==> src/rtl/mul8_arb_pkg.sv <==
// Shared types and constants for the mul8_arb multiplier-sharing controller.
package mul8_arb_pkg;

  // Datapath width of the shared multiplier.
  localparam int unsigned DW = 8;

  // Width of one requester's operand slice inside the packed a/b buses.
  localparam int unsigned OpSliceW = DW;

  typedef enum logic [2:0] {
    StIdle,
    StIssue,
    StArm,
    StRun,
    StDone
  } state_e;

endpackage

==> src/rtl/mul8_arb_rr_arbiter.sv <==
// Combinational round-robin pick: first active request at or above ptr_i, wrapping to 0.
module rr_arbiter
  import mul8_arb_pkg::*;
#(
  parameter int unsigned N = 4
) (
  input  logic [N-1:0]         req_i,
  input  logic [$clog2(N)-1:0] ptr_i,
  output logic [$clog2(N)-1:0] gnt_o,
  output logic                 valid_o
);

  localparam int unsigned IdxW = $clog2(N);

  int unsigned j;

  // Walk N candidates starting at the pointer; the first hit wins.
  always_comb begin
    gnt_o   = '0;
    valid_o = 1'b0;
    j       = 0;
    for (int unsigned i = 0; i < N; i++) begin
      j = 32'(ptr_i) + i;
      if (j >= N) begin
        j = j - N;
      end
      if (!valid_o && req_i[IdxW'(j)]) begin
        valid_o = 1'b1;
        gnt_o   = IdxW'(j);
      end
    end
  end

endmodule

==> src/rtl/mul8_arb.sv <==
// Round-robin controller sharing one external iterative 8-bit multiplier among N requesters.
// Optional busy-phase timeout abort is built when MUL8_ARB_TIMEOUT_EN is defined.
module mul8_arb
  import mul8_arb_pkg::*;
#(
  parameter int unsigned N       = 4,
  parameter int unsigned TIMEOUT = 15
) (
  input  logic                 clk,
  input  logic                 rst_n,
  input  logic [N-1:0]         req_i,
  input  logic [DW*N-1:0]      a_i,
  input  logic [DW*N-1:0]      b_i,
  output logic [N-1:0]         ack_o,
  output logic [DW-1:0]        p_o,
  output logic [$clog2(N)-1:0] gnt_id_o,
`ifdef MUL8_ARB_TIMEOUT_EN
  output logic                 err_o,
`endif
  output logic                 mul_start_o,
  output logic [DW-1:0]        mul_a_o,
  output logic [DW-1:0]        mul_b_o,
  input  logic                 mul_busy_i,
  input  logic [DW-1:0]        mul_p_i
);

  localparam int unsigned IdxW = $clog2(N);

  state_e          state_q, state_d;
  logic [IdxW-1:0] gnt_q, gnt_d;
  logic [IdxW-1:0] ptr_q, ptr_d;
  logic [DW-1:0]   a_q, a_d;
  logic [DW-1:0]   b_q, b_d;
  logic [DW-1:0]   p_q, p_d;
  logic [N-1:0]    ack_q, ack_d;

  logic [IdxW-1:0] arb_gnt;
  logic            arb_valid;
  logic [DW-1:0]   a_sel, b_sel;

`ifdef MUL8_ARB_TIMEOUT_EN
  localparam int unsigned CntW = $clog2(TIMEOUT + 1);
  // Last counter value before the phase has used up its TIMEOUT cycles.
  localparam logic [CntW-1:0] CntLim = CntW'(TIMEOUT - 1);

  logic [CntW-1:0] cnt_q, cnt_d;
  logic            err_q, err_d;
`else
  logic unused_timeout;
  assign unused_timeout = ^TIMEOUT;
`endif

  rr_arbiter #(
    .N (N)
  ) u_rr_arbiter (
    .req_i   (req_i),
    .ptr_i   (ptr_q),
    .gnt_o   (arb_gnt),
    .valid_o (arb_valid)
  );

  // Operand mux for the requester the arbiter currently picks.
  always_comb begin
    a_sel = '0;
    b_sel = '0;
    for (int unsigned k = 0; k < N; k++) begin
      if (arb_gnt == IdxW'(k)) begin
        a_sel = a_i[k*OpSliceW +: OpSliceW];
        b_sel = b_i[k*OpSliceW +: OpSliceW];
      end
    end
  end

  // Next-state logic for the sequencing FSM and all registered outputs.
  always_comb begin
    state_d = state_q;
    gnt_d   = gnt_q;
    ptr_d   = ptr_q;
    a_d     = a_q;
    b_d     = b_q;
    p_d     = p_q;
    ack_d   = '0;
`ifdef MUL8_ARB_TIMEOUT_EN
    cnt_d   = cnt_q;
    err_d   = 1'b0;
`endif
    unique case (state_q)
      StIdle: begin
        // Holding off while busy absorbs the multiplier's power-up or post-reset self-run.
        if (arb_valid && !mul_busy_i) begin
          gnt_d   = arb_gnt;
          a_d     = a_sel;
          b_d     = b_sel;
          state_d = StIssue;
        end
      end
      StIssue: begin
        state_d = StArm;
`ifdef MUL8_ARB_TIMEOUT_EN
        cnt_d   = '0;
`endif
      end
      StArm: begin
        if (mul_busy_i) begin
          state_d = StRun;
        end
`ifdef MUL8_ARB_TIMEOUT_EN
        cnt_d = cnt_q + CntW'(1);
        if (cnt_q == CntLim) begin
          state_d = StIdle;
          err_d   = 1'b1;
          p_d     = '0;
        end
`endif
      end
      StRun: begin
        if (!mul_busy_i) begin
          p_d     = mul_p_i;
          state_d = StDone;
          for (int unsigned k = 0; k < N; k++) begin
            ack_d[k] = (gnt_q == IdxW'(k));
          end
        end
`ifdef MUL8_ARB_TIMEOUT_EN
        else begin
          cnt_d = cnt_q + CntW'(1);
          if (cnt_q == CntLim) begin
            state_d = StIdle;
            err_d   = 1'b1;
            p_d     = '0;
          end
        end
`endif
      end
      StDone: begin
        ptr_d   = (gnt_q == IdxW'(N - 1)) ? '0 : gnt_q + IdxW'(1);
        state_d = StIdle;
      end
      default: state_d = StIdle;
    endcase
  end

  // State and output registers; asynchronous reset aborts any operation in flight.
  always_ff @(posedge clk or negedge rst_n) begin
    if (!rst_n) begin
      state_q <= StIdle;
      gnt_q   <= '0;
      ptr_q   <= '0;
      a_q     <= '0;
      b_q     <= '0;
      p_q     <= '0;
      ack_q   <= '0;
    end else begin
      state_q <= state_d;
      gnt_q   <= gnt_d;
      ptr_q   <= ptr_d;
      a_q     <= a_d;
      b_q     <= b_d;
      p_q     <= p_d;
      ack_q   <= ack_d;
    end
  end

`ifdef MUL8_ARB_TIMEOUT_EN
  // Busy-phase watchdog counter and its abort pulse.
  always_ff @(posedge clk or negedge rst_n) begin
    if (!rst_n) begin
      cnt_q <= '0;
      err_q <= 1'b0;
    end else begin
      cnt_q <= cnt_d;
      err_q <= err_d;
    end
  end

  assign err_o = err_q;
`endif

  assign mul_start_o = (state_q == StIssue);
  assign mul_a_o     = a_q;
  assign mul_b_o     = b_q;
  assign ack_o       = ack_q;
  assign p_o         = p_q;
  assign gnt_id_o    = gnt_q;

endmodule

==> config.mk <==
export PLATFORM = sky130hd
export DESIGN_NAME = mul8_arb
export DESIGN_NICKNAME = d
export VERILOG_FILES = /design/src/rtl/mul8_arb_pkg.sv /design/src/rtl/mul8_arb_rr_arbiter.sv /design/src/rtl/mul8_arb.sv
export SDC_FILE = /design/constraint.sdc
export NUM_CORES = 1
export LEC_CHECK = 0
export CAP_MARGIN = 25
export CORE_MARGIN = 3
export CORE_UTILIZATION = 40
export CTS_BUF_LIST = sky130_fd_sc_hd__clkbuf_8
export CTS_CLUSTER_SIZE = 24
export DETAILED_ROUTE_END_ITERATION = 6
export MAX_ROUTING_LAYER = met4
export PLACE_DENSITY = 0.88
export SYNTH_ARGS = -nofsm -noshare
export SYNTH_HDL_FRONTEND = slang
export SYNTH_SLANG_ARGS = --single-unit
==> constraint.sdc <==
create_clock -name clk -period 2.4 [get_ports clk]
set_clock_uncertainty 0.1 [all_clocks]
set_input_delay 0.48 -clock clk [delete_from_list [all_inputs] [get_ports clk]]
set_output_delay 0.48 -clock clk [all_outputs]
set_load 0.03 [all_outputs]
==> impl_results.md <==
- Status: complete, no violations
- Register area share after synthesis: 42.8%
- Die X: a little under 80 um
- Via Count: 2,202
- Via density: roughly 5.7
- Initial antenna violation count: 0
- Area post-placement: 0.00329 mm2
- IO Pins: 110
- Endpoints failing hold: 0
- Final WS setup: 0.158 ns
- WP data required: 2.52 ns
- HPWL after detailed placement: roughly 5200 um
- Warnings from Yosys: 0
- Initial Utilization: 42.2%
- #FFs+latches synth: 35
- Least-Margin Pin Slew: about 0.82 ns
- Max cap viols: 0
- Reg power frac: 28.9%
- Vias in the first global route: 2,344
- Most frequent cells in the layout: 108 x clkdlybuf4s50_1, 35 x dfrtp_1, 33 x nand3_1
- FF+latch area: between 800 and 900 um2
- Clk_lat worst skew: ~0.28 ns
- Sw Share: 42.3%
- Clk sinks: 35
- Cell Rows: 25
- Post-layout util: 70.4%
- First-pass DRT Iterations: 4
- Final worst-path cycle share: between 90% and 100%
- Cts hold-fix bufs: 0
- Chip height: 77.5 um
- Cell area power density: a little over 1000 mW/mm2
- Crit path max fanout: 16
- Critical Path End Type: flip-flop
- # setup viols final: 0
- Placement Setup Slack: -0.291 ns
- Worst min-delay path class: in -> async
- Kind of start point of the critical path: input pin
- Max-slew headroom: a little under half
- Core Box Area: 0.00485 mm2
- H-Tree Depth: 2
- Ratio of cells with drive above 1 in the final layout: roughly 15%
- Nets@finish: 403
- Crit path DAT: 2.36 ns
- # Post-CTS Setup Buffers: 0
- Switch Pwr: 0.00150 W
- FILL cells: 372
- Ys flop type: dfrtp_1
- Inserted Diodes: 0
- Distinct cells, synth: 32
- CTS Buf Count: 5
- Worst ir drop on vdd: between 0.6 and 0.7 mV
- Worst setup path category: in -> reg
- IO Port Bufs: 109
- Pins Over Slew Limit: 0
- TritonCTS clock tree: yes
- Hold slack: 0.181 ns
- Root buffer cell: clkbuf_8
- Die Area: around 0.0060 mm2
- Largest net degree at the start of global routing: 36
- Global placement routability congestion: between 0.8 and 0.9
- P_leak: about 1.4 nW
- Post-Synthesis Cells: 203
- Internal Pwr Total: just over 0.002 W
- Clk slew on worst S/H paths: 0.08 ns
- # DRC: 0
- Clock share of power: 14.8%
- RSZ-0062 raised after global routing: false
- Post-CTS sizing: 0
- Synth Net Count: 286
- Area growth from synthesis to layout: 66.7%
- Grt ovf: 0
- Mapped Avg Cell Area: 10.1 um2
- Most common cell after layout, fill and taps aside: clkdlybuf4s50_1
- EDFF count, synth: 0
- Async SR Flop Fraction: 100%
- Routed WL per cell: 18.1 um
- Clock Path Buffers: 2
- Final ANT Viol Nets: 0
- Fmax: 0.446 GHz
- Post-route design area: around 0.0034 mm2
- Mapped cell area: 0.00205 mm2
- Number of DRC markers in iteration 0: between 90 and 100
- Multi-input logic area: 0.00108 mm2
- Gr usage total: 24.5%
- First-pass GRT wire length: 11,600 um
- Post-Route WL: 7000 um
- Logic pwr share: about 56%
- Final min period: between 2 and 2.5 ns
## flip-flops by register name (all words and copies together), names as in the netlist
register  count
state_q       3
ptr_q         2
mul_b_o       8
ack_o         4
mul_a_o       8
gnt_id_o      2
p_o           8
## power groups by stage
stage	logic [W]	clock network, W	registers [W]
4_1_cts	0.00198	0.000528	0.00102
2_1_floorplan	0.000701	0	0.00141
5_1_grt	0.00213	0.000558	0.00106
3_3_place_gp	0.00191	0	0.00101
6_report	0.00199	0.000523	0.00102
3_5_place_dp	0.00197	0	0.00102
## logic make-up (layout without fill, tap and decap cells)
| group | count (synthesis) | count (layout) | synth area share (%) |
|---|---|---|---|
| simple gates | 75 | 75 | 20.8 |
| flops | 35 | 35 | 42.8 |
| compound gates | 57 | 57 | 23.7 |
| mux | 10 | 10 | 5.44 |
| buf+inv | 22 | 139 | 4.89 |
| fa+ha+maj | 4 | 4 | 2.45 |
## stage by stage
step,TNS [ns],total power [W],std cells
floorplan,0,0.00211,203
global placement,-2.48,0.00292,379
detailed placement,-4.20,0.00299,379
CTS,0,0.00352,386
global route,0,0.00374,387
finish,0,0.00353,387
## layer usage
layer | vias to the layer above | track usage (%) | wire (um)
li1 | 1022 | - | -
met1 | 1063 | 28.2 | 2700
met2 | 113 | 43.7 | 3720
met3 | 4 | 6.15 | 534
met4 | 0 | 4.27 | 36
met5 | - | - | 0
## critical path, stage by stage
cell and delay [ns]:
clkdlybuf4s50_1 0.53, nor4_2 0.08, or4b_4 0.52, and3b_1 0.28, buf_4 0.22, a32oi_1 0.12
nand3_1 0.11
## final timing paths
| path | from | endpoint | slack, ns | cells after the start |
|---|---|---|---|---|
| worst max-delay path | req_i[0] | mul_a_o[3] | 0.16 | 7 |
| worst min-delay path | rst_n | p_o[2] | 0.18 | 1 |
| worst max register to register | state_q[1] | mul_a_o[3] | 0.36 | 6 |
| worst min register to register | p_o[2] | p_o[2] | 0.39 | 1 |
| max in group asynchronous | rst_n | mul_a_o[0] | 1.49 | 1 |
| min in group clk | p_o[2] | p_o[2] | 0.39 | 1 |
## cell usage after synthesis, drive strengths merged (9+ instances only)
cell	number	area share [%]
buf	10	2.7
nand4	16	4.9
a21bo	16	7.8
mux2	9	5.0
clkbuf	9	1.7
o31ai	17	6.2
a32oi	16	6.8
dfrtp	35	43
nand3	33	8.1
## final cells by class
type,instances,area share [%]
clock inverters,2,1.10
flip-flops and latches,35,25.7
repair buffers,129,36.7
multi-input cells,146,31.7
inverters,3,0.330
well taps,67,2.46
clock buffers,5,2.02
No activity file was read; power rests on OpenSTA's default activity.
